[src/rtl/mmu_sched.sv]
// rtl/mmu_sched.sv - shares one page-table walker and one bus port between fetch and data requesters
module mmu_sched #(
  parameter int FAIR = 1
) (
  input  logic        clk,
  input  logic        reset,
  input  logic        i_req,
  input  logic [63:0] i_va,
  output logic        i_ok,
  output logic        i_err,
  input  logic        d_req,
  input  logic [63:0] d_va,
  input  logic        d_we,
  input  logic [63:0] d_wdata,
  input  logic [2:0]  d_size,
  output logic        d_ok,
  output logic        d_err,
  output logic [63:0] rdata,
  output logic        tr_en,
  output logic [63:0] tr_va,
  input  logic        tr_done,
  input  logic        tr_valid,
  input  logic [63:0] tr_pa,
  input  logic        tr_mem_req,
  input  logic [63:0] tr_mem_addr,
  output logic [63:0] tr_pte,
  output logic        tr_pte_valid,
  output logic        mreq,
  output logic [63:0] maddr,
  output logic        mwe,
  output logic [63:0] mwdata,
  output logic [2:0]  msize,
  input  logic        mresp_valid,
  input  logic [63:0] mrdata
);

  typedef enum logic [1:0] {IDLE, WALK, ACCESS, RESP} state_t;

  state_t      state;
  logic        gnt_d;
  logic        last_d;
  logic        we_q;
  logic [63:0] va_q;
  logic [63:0] pa_q;
  logic [63:0] wdata_q;
  logic [2:0]  size_q;
  logic        pick_d;

  // D wins when alone, under fixed priority, or when I was the previous grant.
  always_comb begin
    pick_d = d_req && (!i_req || (FAIR == 0) || !last_d);
  end

  // Scheduler: grant in IDLE, translate, access, then one-cycle registered response.
  always_ff @(posedge clk or posedge reset) begin
    if (reset) begin
      state   <= IDLE;
      gnt_d   <= 1'b0;
      last_d  <= 1'b1;
      we_q    <= 1'b0;
      va_q    <= '0;
      pa_q    <= '0;
      wdata_q <= '0;
      size_q  <= '0;
      i_ok    <= 1'b0;
      d_ok    <= 1'b0;
      i_err   <= 1'b0;
      d_err   <= 1'b0;
      rdata   <= '0;
    end else begin
      i_ok  <= 1'b0;
      d_ok  <= 1'b0;
      i_err <= 1'b0;
      d_err <= 1'b0;
      case (state)
        IDLE: begin
          if (i_req || d_req) begin
            gnt_d   <= pick_d;
            last_d  <= pick_d;
            va_q    <= pick_d ? d_va : i_va;
            we_q    <= pick_d && d_we;
            wdata_q <= pick_d ? d_wdata : 64'd0;
            size_q  <= pick_d ? d_size : 3'b011;
            state   <= WALK;
          end
        end
        WALK: begin
          if (tr_done) begin
            pa_q <= tr_pa;
            if (tr_valid) begin
              state <= ACCESS;
            end else begin
              rdata <= '0;
              i_ok  <= !gnt_d;
              d_ok  <= gnt_d;
              i_err <= !gnt_d;
              d_err <= gnt_d;
              state <= RESP;
            end
          end
        end
        ACCESS: begin
          if (mresp_valid) begin
            rdata <= mrdata;
            i_ok  <= !gnt_d;
            d_ok  <= gnt_d;
            state <= RESP;
          end
        end
        default: begin
          state <= IDLE;
        end
      endcase
    end
  end

  // Bus steering: walker owns the bus during WALK, the latched request during ACCESS.
  always_comb begin
    tr_en        = 1'b0;
    tr_pte_valid = 1'b0;
    mreq         = 1'b0;
    maddr        = '0;
    mwe          = 1'b0;
    mwdata       = '0;
    msize        = '0;
    case (state)
      WALK: begin
        tr_en        = 1'b1;
        mreq         = tr_mem_req;
        maddr        = tr_mem_addr;
        msize        = 3'b011;
        tr_pte_valid = mresp_valid && tr_mem_req;
      end
      ACCESS: begin
        tr_en  = 1'b1;
        mreq   = 1'b1;
        maddr  = pa_q;
        mwe    = we_q;
        mwdata = wdata_q;
        msize  = size_q;
      end
      default: begin
      end
    endcase
  end

  assign tr_va  = va_q;
  assign tr_pte = mrdata;

endmodule
[config.mk]
export PLATFORM = sky130hd
export DESIGN_NAME = mmu_sched
export DESIGN_NICKNAME = d
export VERILOG_FILES = /design/src/rtl/mmu_sched.sv
export SDC_FILE = /design/constraint.sdc
export NUM_CORES = 1
export LEC_CHECK = 0
export ABC_AREA = 1
export ABC_CLOCK_PERIOD_IN_PS = 8300
export CORE_AREA = 2 2 284 286
export DETAILED_ROUTE_END_ITERATION = 10
export DIE_AREA = 0 0 286 288
export PLACE_DENSITY = 0.5
export RECOVER_POWER = 50
export SLEW_MARGIN = 10
export SYNTH_ARGS = -nofsm -noshare
export SYNTH_HDL_FRONTEND = slang
export SYNTH_SLANG_ARGS = --single-unit
[constraint.sdc]
create_clock -name clk -period 8.3 [get_ports clk]
set_input_delay 0.83 -clock clk [delete_from_list [all_inputs] [get_ports clk]]
set_output_delay 0.83 -clock clk [all_outputs]
set_load 0.05 [all_outputs]
==> results.sh, run 1 <==
export IMPL_cap_violations=5
export IMPL_cts_tree="yes"
export IMPL_finalNetCount=2882
export IMPL_clockBufferDepth=3
export IMPL_area_growth_pct=63.78
export IMPL_use_met2=0.2400
export IMPL_post_cts_buffers=0
export IMPL_met3_usage=0.04699
export IMPL_grt_max_degree=110
export IMPL_fin_crit_sh=0.6440
export IMPL_vias=13910
export IMPL_worstPathCellList="dlygate4sd3_1, clkinvlp_2, clkbuf_2"
export IMPL_rows=104
export IMPL_ctsRootBufferMaster="clkbuf_16"
export IMPL_drv_slew=363
export IMPL_ir_drop_v=0.0002379
export IMPL_initial_core_util=0.1746
export IMPL_drt_initial_drc_count=529
export IMPL_hpwl_um=43090
export IMPL_worstSetupEndpointType="async pin"
export IMPL_die_height_um=288
export IMPL_routed_wl_um=60570
export IMPL_synth_cell_types=18
export IMPL_crit_slowest_cell="clkinvlp_2"
export IMPL_setup_tns_ns=0
export IMPL_finalPower_w=0.008986
export IMPL_cts_made_buffers=35
export IMPL_grt_pass1_wl_um=89100
export IMPL_dr_pass1_iters=5
export IMPL_grt_usage=0.1412
export IMPL_synth_area_um2=13900
export IMPL_crit_arrival_ns=5.67
export IMPL_synth_warning_count=0
export IMPL_avgSynthCellArea_um2=7.367
export IMPL_synth_seq_area_share=0.4825
export IMPL_routed_via_density=3.902
export IMPL_clock_skew_ns=0.02488
export IMPL_coreArea_um2=79640
export IMPL_hold_violations=0
export IMPL_clk_latency_ns=0.56
export IMPL_die_w_um=286
export IMPL_die_area_um2=82370
export IMPL_clkSlewWorstSetupHoldPaths_ns=0.06
export IMPL_ant_nets=0
export IMPL_post_cts_resized=0
export IMPL_path_class="in -> async"
export IMPL_rsz0062_at_grt="false"
export IMPL_cp_slowest_stage_delay_ns=2.55
export IMPL_slew_headroom=-2.103
export IMPL_drive_above_1_share=0.03356
export IMPL_setup_viol=0
export IMPL_grt_overflow=0
export IMPL_hold_path_class="reg -> reg"
export IMPL_violations="capacitance limit, slew limit"
export IMPL_h_tree_depth=2
export IMPL_max_freq_ghz=0.1871
export IMPL_cts_sinks=268
export IMPL_gp_congestion=0.7828
export IMPL_outcome="finished, violations left"
export IMPL_fillers=8675
export IMPL_ios=727
export IMPL_worstPathRequired_ns=8.63
export IMPL_cp_max_fo=96
export IMPL_route_detailed_drc=0
export IMPL_reg2reg_depth=7
export IMPL_numPortBuffers=726
export IMPL_worstMarginPinSlew_ns=4.630
export IMPL_synth_fp_nets=2289
export IMPL_grt_use_met1=0.1699
export IMPL_wl_per_cell_um=16.99
export IMPL_min_period_ns=5.346
export IMPL_ys_ff_latch=268
export IMPL_min_path_cells=1
export IMPL_reg2reg_slack_ns=3.35
export IMPL_netlist_instances=1887
export IMPL_grt_antenna_before_repair=9
export IMPL_cts_hold_buffers=0
export IMPL_grt_pass1_vias=13890
export IMPL_start_kind="input port"
export IMPL_p_leak_nw=11.05
export IMPL_top_usage_layer="met2"
export IMPL_cellPowerDensity_nw_per_um2=394.7
-- per-stage QoR --
stage | hold slack (ns) | cell area, um^2 | instances | utilization | worst slack, ns
after floorplan | 0.4232 | 13900 | 1887 | - | 0.08969
after global placement | 0.4526 | 21670 | 3503 | 0.2721 | 4.292
final | 0.4548 | 22770 | 3564 | 0.2859 | 2.954
after detailed placement | 0.4570 | 21670 | 3503 | 0.2721 | 4.247
after global routing | 0.4845 | 22760 | 3563 | 0.2859 | 1.937
after CTS | 0.4594 | 22790 | 3563 | 0.2862 | 3.648
-- worst max-delay path: cells and delay by family --
kind	cells	cell delay, ns
buffers and inverters	3	4.65
-- final timing paths --
kind | startpoint | end
setup / recovery | reset | tr_va[11]
min in group asynchronous | reset | wdata_q[5]
hold reg to reg | gnt_d | i_ok
max in group clk | state[0] | tr_va[60]
hold / removal | gnt_d | i_ok
setup reg to reg | state[0] | tr_va[60]
-- routing by layer --
metal  vias up  wire (um)
met5         -         89
met4        12       1338
met3        72       5032
met2       451      29500
met1      6436      24610
li1       6935          -
-- power breakdown --
part | switching, W | internal (W) | leakage [nW]
combinational | 0.00370 | 0.00152 | 7.07
clock | 0.000623 | 0.000904 | 0.546
sequential | 0.000339 | 0.00190 | 3.43
-- sequential cells by signal (all words and copies together), names as in the netlist, 2 cells and up --
signal and flops:
tr_va 64, size_q 3, state 2, pa_q 64, wdata_q 64, rdata 64
-- cell usage after synthesis --
cell type	n	area share
dfstp_2	1	0.0019
buf_4	65	0.035
a21oi_1	68	0.024
buf_1	16	0.0043
nor2_4	1	0.00081
buf_2	64	0.023
nand3_1	131	0.047
dfrtp_1	267	0.48
o21ai_1	1	0.00036
ha_1	6	0.0054
nand4_1	1	0.00045
inv_1	143	0.039
nand3b_1	127	0.069
nor2_1	17	0.0046
o21ai_0	2	0.00072
clkbuf_1	44	0.012
nand2_1	930	0.25
inv_2	3	0.00081
-- cell usage in the layout (no fill, tap or decap), drive strengths merged --
cell             n
clkinv           3
nand3b         127
buf             17
nand4            1
inv            147
clkdlybuf4s50  609
ha               6
nor2            18
nand3          131
diode            1
dfstp            1
dfrtp          267
clkinvlp         3
dlygate4sd3    115
o21ai            3
clkbuf          55
a21oi           68
nand2          930
bufinv           2
-- logic make-up after synthesis --
group	share of synthesized area
simple gates	0.3727
buf+inv	0.1138
flops	0.4825
compound gates	0.02556
fa+ha+maj	0.005400
-- final cells by class --
cell class,instances,area (um^2),share of cell area
flip-flops and latches,268,6708,0.2946
clock inverters,9,112.6,0.004946
inverters,146,550.5,0.02418
multi-input cells,1284,5660,0.2486
repair buffers,745,7401,0.3251
well taps,1060,1326,0.05825
clock buffers,51,1006,0.04419
diodes,1,2.502,0.0001099
Power figures use the tool's default switching activity.
==> inputs of run 2 (changes only) <==
- ABC_CLOCK_PERIOD_IN_PS: 8300 -> 4400
- clock period: 8.3 -> 4.4 ns (I/O delays scaled with it)
==> run 2 against run 1 <==
Net effect:
- the run still ends with capacitance limit, slew limit left
- routed wire length decreased by 1.5%
- clock skew down 0.0040 ns
- via count increased by 0.76%
- critical path type is now reg -> out
- critical endpoint is now maddr[31]
- highest routed layer is now met4
==> results.sh, run 2 (same netlist as run 1, synthesis figures left out) <==
export IMPL_ctsRootBufferMaster="clkbuf_16"
export IMPL_vias=14010
export IMPL_gp_congestion=0.7990
export IMPL_die_w_um=286
export IMPL_die_height_um=288
export IMPL_grt_max_degree=132
export IMPL_cap_violations=3
export IMPL_cts_made_buffers=35
export IMPL_worstMarginPinSlew_ns=1.777
export IMPL_dr_pass1_iters=5
export IMPL_grt_antenna_before_repair=3
export IMPL_setup_tns_ns=0
export IMPL_grt_overflow=0
export IMPL_coreArea_um2=79640
export IMPL_min_period_ns=3.720
export IMPL_area_growth_pct=64.55
export IMPL_wl_per_cell_um=16.68
export IMPL_fin_area_um2=22870
export IMPL_clockBufferDepth=3
export IMPL_p_leak_nw=11.03
export IMPL_cts_hold_buffers=0
export IMPL_violations="capacitance limit, slew limit"
export IMPL_dp_cells=3517
export IMPL_final_common_cell="nand2_1"
export IMPL_fin_hold_ws_ns=0.4346
export IMPL_routed_via_density=3.916
export IMPL_cp_max_fo=54
export IMPL_grt_pass1_wl_um=88580
export IMPL_layout_common_cells="926 x nand2_1, 631 x clkdlybuf4s50_1, 267 x dfrtp_1, 141 x inv_1, 131 x nand3_1"
export IMPL_path_class="reg -> out"
export IMPL_cellPowerDensity_nw_per_um2=742.0
export IMPL_drive_above_1_share=0.03695
export IMPL_ant_nets=0
export IMPL_hold_path_class="in -> reg"
export IMPL_fin_cells=3578
export IMPL_h_tree_depth=2
export IMPL_outcome="finished, violations left"
export IMPL_drv_slew=229
export IMPL_crit_arrival_ns=3.28
export IMPL_route_detailed_drc=0
export IMPL_rows=104
export IMPL_routed_wl_um=59690
export IMPL_place_area_um2=21840
export IMPL_max_freq_ghz=0.2688
export IMPL_worstSetupEndpointType="output pin"
export IMPL_finalPower_w=0.01697
export IMPL_cts_sinks=268
export IMPL_cts_tree="yes"
export IMPL_rsz0062_at_grt="false"
export IMPL_clkSlewWorstSetupHoldPaths_ns=0.06
export IMPL_hpwl_um=43220
export IMPL_post_cts_buffers=0
export IMPL_ios=727
export IMPL_fin_crit_sh=0.8455
export IMPL_initial_core_util=0.1746
export IMPL_ir_drop_v=0.0004376
export IMPL_post_cts_resized=0
export IMPL_numPortBuffers=726
export IMPL_slew_headroom=-0.1845
export IMPL_hold_violations=0
export IMPL_drt_initial_drc_count=565
export IMPL_clk_latency_ns=0.54
export IMPL_grt_usage=0.1392
export IMPL_worstPathRequired_ns=3.96
export IMPL_finalNetCount=2896
export IMPL_setup_viol=0
export IMPL_clock_skew_ns=0.02085
export IMPL_grt_pass1_vias=14130
export IMPL_start_kind="flop"
export IMPL_die_area_um2=82370
run 2: cell types whose count changed in the layout (fill, tap and decap cells not counted), moves of 2 or more:
| cell | delta |
|---|---|
| buf_12 | +3 |
| buf_4 | +6 |
| bufinv_16 | -2 |
| clkbuf_1 | +4 |
| clkdlybuf4s50_1 | +22 |
| dlygate4sd3_1 | -22 |
run 2: layer usage:
layer / wire [um] / share of wire / track usage / up-vias
met5: 0 / 0 / 0 / -
met4: 1678 / 0.028 / 0.04254 / 0
met3: 4893 / 0.082 / 0.04216 / 75
met2: 28430 / 0.48 / 0.2351 / 506
met1: 24690 / 0.41 / 0.1697 / 6482
li1: - / - / - / 6948
run 2: power breakdown:
group | switching (W) | total, W | internal (W)
logic | 0.00700 | 0.00996 | 0.00297
registers | 0.000628 | 0.00421 | 0.00358
clock network | 0.00116 | 0.00280 | 0.00164
run 2: critical path, cell delays in order, from the launching register on:
cell	delay, ns
dfrtp_1	0.45
inv_1	0.18
ha_1	0.62
buf_12	0.33
nand2_1	0.16
a21oi_1	0.14
clkdlybuf4s50_1	0.82
run 2: final cells by class:
cell class / instances / area (um^2)
Clock inverter: 6 / 48.80
Timing Repair Buffer: 759 / 7530
Inverter: 146 / 551.8
Multi-Input combinational cell: 1284 / 5658
Fill cell: 8694 / 56760
Antenna cell: 1 / 2.502
Sequential cell: 268 / 6708
Clock buffer: 54 / 1049
Tap cell: 1060 / 1326
run 2: path summary, 6_finish.rpt:
| path | depth (start not counted) | endpoint | slack, ns | start |
|---|---|---|---|---|
| hold / removal | 3 | wdata_q[2] | 0.43 | d_wdata[2] |
| setup / recovery | 6 | maddr[31] | 0.68 | state[0] |
| max in group asynchronous | 3 | pa_q[28] | 2.20 | reset |
| hold reg to reg | 2 | rdata[60] | 0.46 | rdata[60] |
| setup reg to reg | 7 | tr_va[24] | 1.12 | state[0] |
| min in group asynchronous | 2 | tr_va[8] | 0.76 | reset |
run 2: per-stage QoR:
step           worst slack [ns]  utilization
3_5_place_dp              1.356       0.2742
5_1_grt                  0.5227       0.2872
4_1_cts                  0.7531       0.2880
6_report                 0.6796       0.2872
2_1_floorplan            0.4213            -
3_3_place_gp              1.402       0.2742
